==> src/rtl/wash_cycle_sequencer.sv <==
// Stage sequencer for the washing machine: FILL, WASH, DRAIN, RINSE, SPIN with per-stage
// tick durations, pause/door freeze and fill timeout. Define WCS_EXTRA_RINSE_EN for the extra rinse pass.
module wash_cycle_sequencer #(
  parameter int unsigned CNT_W = 8,
  parameter int unsigned PRESC = 4
) (
  input  logic             clk,
  input  logic             reset,
  input  logic             start,
  input  logic             pause,
  input  logic             door_closed,
  input  logic             level_full,
`ifdef WCS_EXTRA_RINSE_EN
  input  logic             extra_rinse,
`endif
  input  logic             cfg_we,
  input  logic [2:0]       cfg_sel,
  input  logic [CNT_W-1:0] cfg_data,
  output logic [2:0]       stage,
  output logic             busy,
  output logic             paused,
  output logic             door_lock,
  output logic             valve_on,
  output logic             motor_on,
  output logic             done,
  output logic             err
);

  localparam int unsigned PW = (PRESC > 1) ? $clog2(PRESC) : 1;
  localparam logic [PW-1:0] PrescMax = PW'(PRESC - 1);

  typedef enum logic [2:0] {
    StIdle  = 3'd0,
    StFill  = 3'd1,
    StWash  = 3'd2,
    StDrain = 3'd3,
    StRinse = 3'd4,
    StSpin  = 3'd5,
    StDone  = 3'd6,
    StError = 3'd7
  } stage_e;

  stage_e           stage_q, stage_d;
  logic [PW-1:0]    presc_q, presc_d;
  logic [CNT_W-1:0] cnt_q, cnt_d;
  // Index 0 is the FILL timeout, 1..4 are WASH, DRAIN, RINSE, SPIN.
  logic [CNT_W-1:0] dur_q [5];
  logic [CNT_W-1:0] dur_d [5];
  logic             rinse2_q, rinse2_d;

  logic             busy_w, frozen, tick, cnt_zero, enter, xr_sample;
  logic [CNT_W-1:0] dur_sel;

`ifdef WCS_EXTRA_RINSE_EN
  assign xr_sample = extra_rinse;
`else
  assign xr_sample = 1'b0;
`endif

  assign busy_w   = (stage_q == StFill) || (stage_q == StWash) || (stage_q == StDrain) ||
                    (stage_q == StRinse) || (stage_q == StSpin);
  assign frozen   = busy_w && (pause || !door_closed);
  assign tick     = busy_w && !frozen && (presc_q == PrescMax);
  assign cnt_zero = (cnt_q == '0);
  assign enter    = (stage_d != stage_q);

  always_ff @(posedge clk or negedge reset) begin
    if (!reset) begin
      stage_q  <= StIdle;
      presc_q  <= '0;
      cnt_q    <= '0;
      rinse2_q <= 1'b0;
      for (int i = 0; i < 5; i++) begin
        dur_q[i] <= CNT_W'(3);
      end
    end else begin
      stage_q  <= stage_d;
      presc_q  <= presc_d;
      cnt_q    <= cnt_d;
      rinse2_q <= rinse2_d;
      for (int i = 0; i < 5; i++) begin
        dur_q[i] <= dur_d[i];
      end
    end
  end

  always_comb begin
    stage_d  = stage_q;
    rinse2_d = rinse2_q;
    unique case (stage_q)
      StIdle: begin
        if (start && door_closed && !pause) begin
          stage_d  = StFill;
          rinse2_d = xr_sample;
        end
      end
      StFill: begin
        // A full drum wins over a timeout expiring in the same cycle.
        if (!frozen) begin
          if (level_full)           stage_d = StWash;
          else if (tick && cnt_zero) stage_d = StError;
        end
      end
      StWash:  if (tick && cnt_zero) stage_d = StDrain;
      StDrain: if (tick && cnt_zero) stage_d = StRinse;
      StRinse: begin
        if (tick && cnt_zero) begin
          if (rinse2_q) begin
            stage_d  = StDrain;
            rinse2_d = 1'b0;
          end else begin
            stage_d = StSpin;
          end
        end
      end
      StSpin:  if (tick && cnt_zero) stage_d = StDone;
      StDone:  stage_d = StIdle;
      StError: if (start) stage_d = StIdle;
    endcase
  end

  always_comb begin
    case (stage_d)
      StFill:  dur_sel = dur_q[0];
      StWash:  dur_sel = dur_q[1];
      StDrain: dur_sel = dur_q[2];
      StRinse: dur_sel = dur_q[3];
      StSpin:  dur_sel = dur_q[4];
      default: dur_sel = '0;
    endcase
  end

  always_comb begin
    presc_d = presc_q;
    cnt_d   = cnt_q;
    if (enter) begin
      presc_d = '0;
      cnt_d   = dur_sel;
    end else if (tick) begin
      presc_d = '0;
      if (!cnt_zero) cnt_d = cnt_q - CNT_W'(1);
    end else if (busy_w && !frozen) begin
      presc_d = presc_q + PW'(1);
    end
  end

  always_comb begin
    for (int i = 0; i < 5; i++) begin
      dur_d[i] = dur_q[i];
    end
    if (cfg_we && !busy_w) begin
      case (cfg_sel)
        3'd1:    dur_d[0] = cfg_data;
        3'd2:    dur_d[1] = cfg_data;
        3'd3:    dur_d[2] = cfg_data;
        3'd4:    dur_d[3] = cfg_data;
        3'd5:    dur_d[4] = cfg_data;
        default: ;
      endcase
    end
  end

  always_comb begin
    stage     = stage_q;
    busy      = busy_w;
    paused    = frozen;
    door_lock = busy_w;
    valve_on  = (stage_q == StFill) && !frozen;
    motor_on  = ((stage_q == StWash) || (stage_q == StRinse) || (stage_q == StSpin)) && !frozen;
    done      = (stage_q == StDone);
    err       = (stage_q == StError);
  end

endmodule

==> config.mk <==
export PLATFORM = sky130hd
export DESIGN_NAME = wash_cycle_sequencer
export DESIGN_NICKNAME = d
export VERILOG_FILES = /design/src/rtl/wash_cycle_sequencer.sv
export SDC_FILE = /design/constraint.sdc
export NUM_CORES = 1
export LEC_CHECK = 0
export CAP_MARGIN = 20
export CORE_ASPECT_RATIO = 1.5
export CORE_UTILIZATION = 40
export CTS_CLUSTER_SIZE = 10
export DETAILED_ROUTE_END_ITERATION = 10
export DONT_BUFFER_PORTS = 1
export SETUP_SLACK_MARGIN = 0.5
export SYNTH_ARGS = -nofsm -noshare
export SYNTH_HDL_FRONTEND = slang
export SYNTH_SLANG_ARGS = --single-unit
==> constraint.sdc <==
create_clock -name clk -period 2.6 [get_ports clk]
set_input_delay 0.39 -clock clk [delete_from_list [all_inputs] [get_ports clk]]
set_output_delay 0.39 -clock clk [all_outputs]
set_load 0.02 [all_outputs]
Word-level counts from Yosys, hierarchy flattened
Cells that the tools add are included.
{"block": "classes", "add_sub_neg": 2, "n_eq_ne": 22, "muxes": 21, "n_reduce_logical": 32}
{"cell": "8-bit one-hot mux with 5 select lines", "n": 1}
{"cell": "3-bit two-way mux", "n": 10}
{"cell": "3-bit == test (second input constant)", "n": 8}
{"cell": "8-bit two-way mux", "n": 3}
{"cell": "3-bit one-hot mux with 8 select lines", "n": 1}
{"cell": "3-bit by 2-bit == test with 1-bit output (second input constant)", "n": 6}
{"cell": "2-bit AND reduction", "n": 6}
{"cell": "3-bit by 1-bit == test with 1-bit output (second input constant)", "n": 3}
{"cell": "1-bit logical AND", "n": 9}
{"cell": "8-bit logical NOT", "n": 1}
{"cell": "8-bit by 1-bit subtractor with 8-bit output (second input constant)", "n": 1}
{"cell": "1-bit logical OR", "n": 7}
{"cell": "2-bit two-way mux", "n": 3}
{"cell": "1-bit logical NOT", "n": 4}
{"cell": "2-bit by 1-bit != test with 1-bit output (second input constant)", "n": 2}
{"cell": "2-bit nonzero test", "n": 2}
{"cell": "3-bit logical NOT", "n": 1}
{"cell": "3-bit != test", "n": 1}
{"cell": "3-bit AND reduction", "n": 1}
{"cell": "3-bit nonzero test", "n": 1}
{"cell": "2-bit by 1-bit adder with 2-bit output (second input constant)", "n": 1}
{"cell": "2-bit == test (second input constant)", "n": 1}
{"cell": "1-bit two-way mux", "n": 2}
{"cell": "2-bit != test (second input constant)", "n": 1}
{"cell": "1-bit one-hot mux with 2 select lines", "n": 1}
{"block": "totals", "reg_bits": 54, "inputBits": 18, "output_inout_bits": 10, "word_cells": 86}

Depth between registers and ports, before layout
{"block": "logic_depth", "word_depth": 17, "depth_mapped": 14}

Worst setup path before layout
No wires, ideal clock.
{"block": "synth_path", "kind": "flip-flop to flip-flop", "startpoint": "register cnt_q[0]", "endpoint": "register cnt_q[3]", "setup_time_ps": 140, "arrival_time_ps": 2460, "slack_ps": 0, "path_stages_with_launch": 14, "cell_sequence": "dfrtp_1 > inv_1 > ha_1 > nor4b_2 > and4b_1 > buf_6 > and2_4 > buf_6 > o311a_4 > nor2_4 > buf_6 > nor3_4 > a222oi_1 > o22ai_1"}
{"block": "synth_via", "elab_chain_cells": 9, "word_cells_on_any_way": 24, "classes_between": "add/sub: 1; eq/ne: 7; mux: 12; reduce/logical: 4"}
{"item": "start: declaration", "line_no": "45", "rtl": "logic [CNT_W-1:0] cnt_q, cnt_d;"}
{"item": "start signal: assignment", "line_no": "79", "rtl": "cnt_q <= cnt_d;"}
{"item": "8-bit logical NOT", "line_no": "64", "rtl": "assign cnt_zero = (cnt_q == '0);"}
{"item": "1-bit logical AND"}
{"item": "3-bit two-way mux", "line_no": "101", "rtl": "else if (tick && cnt_zero) stage_d = StError;"}
{"item": "3-bit two-way mux", "line_no": "100", "rtl": "if (level_full) stage_d = StWash;"}
{"item": "3-bit two-way mux", "line_no": "99", "rtl": "if (!frozen) begin"}
{"item": "3-bit one-hot mux with 8 select lines", "line_no": "90", "rtl": "unique case (stage_q)"}
{"item": "3-bit == test (tied with other cells)", "line_no": "123", "rtl": "case (stage_d)"}
{"item": "8-bit one-hot mux with 5 select lines (tied with other cells)", "line_no": "123"}
{"item": "8-bit two-way mux or 2-bit AND reduction (tied branches)"}
Parallel ways exist; a longest one is shown, timed or not. The select of a mux whose other input is x is not followed.
A chain may end at the register's enable or synchronous reset.

Worst setup path after layout
{"block": "layout_path", "startpoint": "register cnt_q[1]", "endpoint": "register cnt_q[3]"}
{"block": "layout_via", "elab_chain_cells": 9, "word_cells_on_any_way": 24, "classes_between": "add/sub: 1; eq/ne: 7; mux: 12; reduce/logical: 4"}
{"item": "8-bit logical NOT (*)", "line_no": "64"}
{"item": "1-bit logical AND (*)"}
{"item": "3-bit two-way mux", "line_no": "101"}
{"item": "3-bit two-way mux", "line_no": "100"}
{"item": "3-bit two-way mux", "line_no": "99"}
{"item": "3-bit one-hot mux with 8 select lines (*)", "line_no": "90"}
{"item": "net stage_d[2]", "line_no": "43", "rtl": "stage_e stage_q, stage_d;"}
{"item": "3-bit == test (tied with other cells)", "line_no": "123"}
{"item": "8-bit one-hot mux with 5 select lines (tied with other cells)", "line_no": "123"}
{"item": "8-bit two-way mux or 2-bit AND reduction (tied branches)"}
The timed path passes the listed nets; every way through them passes the cells marked *. The select of a mux whose other input is x is not followed.

==> out/metrics.yaml <==
place:
  dp.final_hpwl_um: 5290
  place.gp.congestion: 0.804
  dpl_worst_slack_ns: -0.0609
  io_buffers: 0
worst_setup_path:
  critPathArrivalTime_ns: 2.72
  critPathCaptureType: "flip-flop"
  worstPathRequired_ns: 2.79
  rrSetupSlack_ns: 0.07
  crit_type: "reg2reg"
  regToRegStartpoint: "cnt_q[1]"
  cp-start-kind: "flip-flop"
  r2r_end: "cnt_q[3]"
  r2r_cells: 11
  critical_path.max_fanout: 6
power_and_ir_drop:
  powerDensity_mw_per_mm2: 577
  intPower_mw: 1.60
  switching_power_mw: 0.534
  p_seq_frac: 0.534
  peakVddDrop_mv: 0.356
  clkPwrFrac: 0.272
  p_leak_nw: 1.58
  combPwrFrac: 0.194
  p_sw_frac: 0.250
drt:
  drtIter0Drc: 123
  antenna_left: 0
  drc: 0
  dr.pass1.iters: 4
  vias: 2298
  routedWlPerCell_um: 17.0
  drt-total-wl_um: 6990
  vias_per_cell: 5.60
timing:
  max_freq_ghz: 0.395
  rsz0062_at_grt: "true"
  finalClockSkew_ns: 0.0107
  hold_viol: 0
  worst_pin_slew_ns: 0.465
  period_minus_slack_ns: 2.53
  relSlewSlack: 0.688
  setup_violations: 0
  slew_violations: 0
  fin_tns_setup_ns: 0
  finalCritPeriodShare: 0.975
  setup_slack_ns: 0.0654
clocking:
  path_clk_slew_ns: 0.09
  cts_tree: "built"
  cts_root_buf: "clkbuf_8"
  numClockSinks: 53
  clockBufferDepth: 2
  numCtsBuffers: 5
  clk_latency_ns: 0.32
  cts_max_level: 2
global_routing:
  track_usage: 0.200
  grt_pass1_wl_um: 11800
  antenna_found_initial: 0
  grt_max_degree: 54
  gr-total-overflow: 0
  grt_pass1_vias: 2319
cells_and_area:
  postLayoutCoreUtil: 0.512
  antenna_cells: 0
  fin_nets: 329
  area_growth_pct: 23.9
  drive_gt1_frac: 0.465
logic_synthesis:
  synth-seq-cells: 53
  synth_edf_count: 0
  synth_top_area_frac: 0.360
  yosys-top-cells-count: "43 x dfrtp_1, 40 x mux2_2, 16 x nand2_1, 16 x nor2_1, 10 x dfstp_2"
  synthMostInstantiatedCell: "dfrtp_1"
  syn_inst: 263
  synth_flop_cell: "dfrtp_1"
  yosysSeqAreaShare: 0.448
  syn-num-nets: 283
  synthDistinctLibCells: 69
  synth.largest_area_cell: "dfrtp_1"
  syn_area_mm2: 0.00299
  async_flop_share: 1.00
  ys_warn_count: 0
  synthTopCellsByArea: "dfrtp_1 36%, mux2_2 15%, dfstp_2 8.8%"
  syn_avg_cell_area_um2: 11.4
status:
  status: "completed"
hold_path:
  min_path_cells: 1
  hp-start: "cfg_data[6]"
  holdCritPathClass: "in2reg"
  holdPathEnd: "dur_q[14]"
floorplan:
  die-area_mm2: 0.00782
  core_area_mm2: 0.00723
  rows: 38
  die_y_um: 108
  io_pins: 28
  start_util: 0.413
  die_w_um: 72.6
run:
  drv_cap: 0
## metrics by stage
step	instances	cell area [µm²]	total power, mW	hold WS [ns]
after global placement	384	3330	1.50	0.0957
final	410	3700	2.14	0.212
after CTS	404	3600	2.16	0.203
after global routing	410	3700	2.26	0.198
after floorplan	263	3010	1.41	0.0944
after detailed placement	384	3330	1.52	0.0954
## registers in the layout (all words and copies together) (netlist names)
name	count
dur_q	40
cnt_q	8
stage	3
presc_q	2
## how the worst max path moves through the flow
stage	start	end	slack [ns]	cells after the start
finish	cnt_q[1]	cnt_q[3]	0.07	11
global route	cnt_q[1]	cnt_q[3]	-0.09	11
detailed placement	cnt_q[1]	cnt_q[0]	-0.06	11
floorplan	cnt_q[0]	cnt_q[4]	0.08	13
global placement	cnt_q[1]	cnt_q[3]	0.05	10
CTS	cnt_q[1]	cnt_q[3]	0.04	10
## critical path: stages (launching register included)
cell and delay [ns]:
dfrtp_1 0.38, inv_1 0.06, ha_2 0.17, nor4b_4 0.23
and4b_2 0.33, and2_4 0.21, a32oi_4 0.14, inv_4 0.11
a21oi_4 0.05, a22o_1 0.23, a222oi_1 0.37, o22ai_1 0.12
## layout by cell type, fill, tap and decap left out, types with 6 or more instances in the layout
master,netlist,layout
dfstp_2,10,10
mux2_2,40,40
clkbuf_8,0,6
dfrtp_1,43,43
a22o_1,8,8
nor2_1,16,14
nand2_1,16,16
buf_4,1,46
nand3_1,6,6
a22oi_1,6,6
## kinds of logic after synthesis
group / synth area share
AO/OA/AOI/OAI: 0.197
XOR/XNOR: 0.0176
adder cells (fa/ha/maj): 0.00838
buffers and inverters: 0.0369
flip-flops: 0.448
multiplexers: 0.151
AND/OR/NAND/NOR: 0.141
## area by class of cell
type | count | area, µm²
repair buffers | 53 | 457
clock buffers | 6 | 82.6
clock inverters | 2 | 37.5
multi-input cells | 189 | 1630
inverters | 7 | 28.8
well taps | 100 | 125
flip-flops and latches | 53 | 1340
fillers | 704 | 3530
## power groups by stage
stage	Clock [mW]	Combinational, mW	Sequential, mW
after floorplan	0	0.286	1.13
final	0.582	0.414	1.14
after global routing	0.635	0.456	1.17
after global placement	0	0.350	1.15
after detailed placement	0	0.365	1.16
after CTS	0.605	0.416	1.14
## what timing repair did
action / 4_1_cts / 5_1_grt
setup endpoints to repair: 26 / 28
setup buffers: 10 / 6
gates cloned: 0 / 0
resized for setup: 7 / 10
endpoints found under the hold margin: 53 / 0
hold buffers: 2 / 0
pin swaps: 9 / 11
## layer usage
metal / vias to the layer above / track usage / part of all wire
li1: 1076 / - / -
met3: 22 / 0.0337 / 0.036
met2: 63 / 0.344 / 0.52
met4: 0 / 0.101 / 0.038
met5: - / 0 / 0
met1: 1137 / 0.235 / 0.40
No activity file was read; power rests on OpenSTA's default activity.
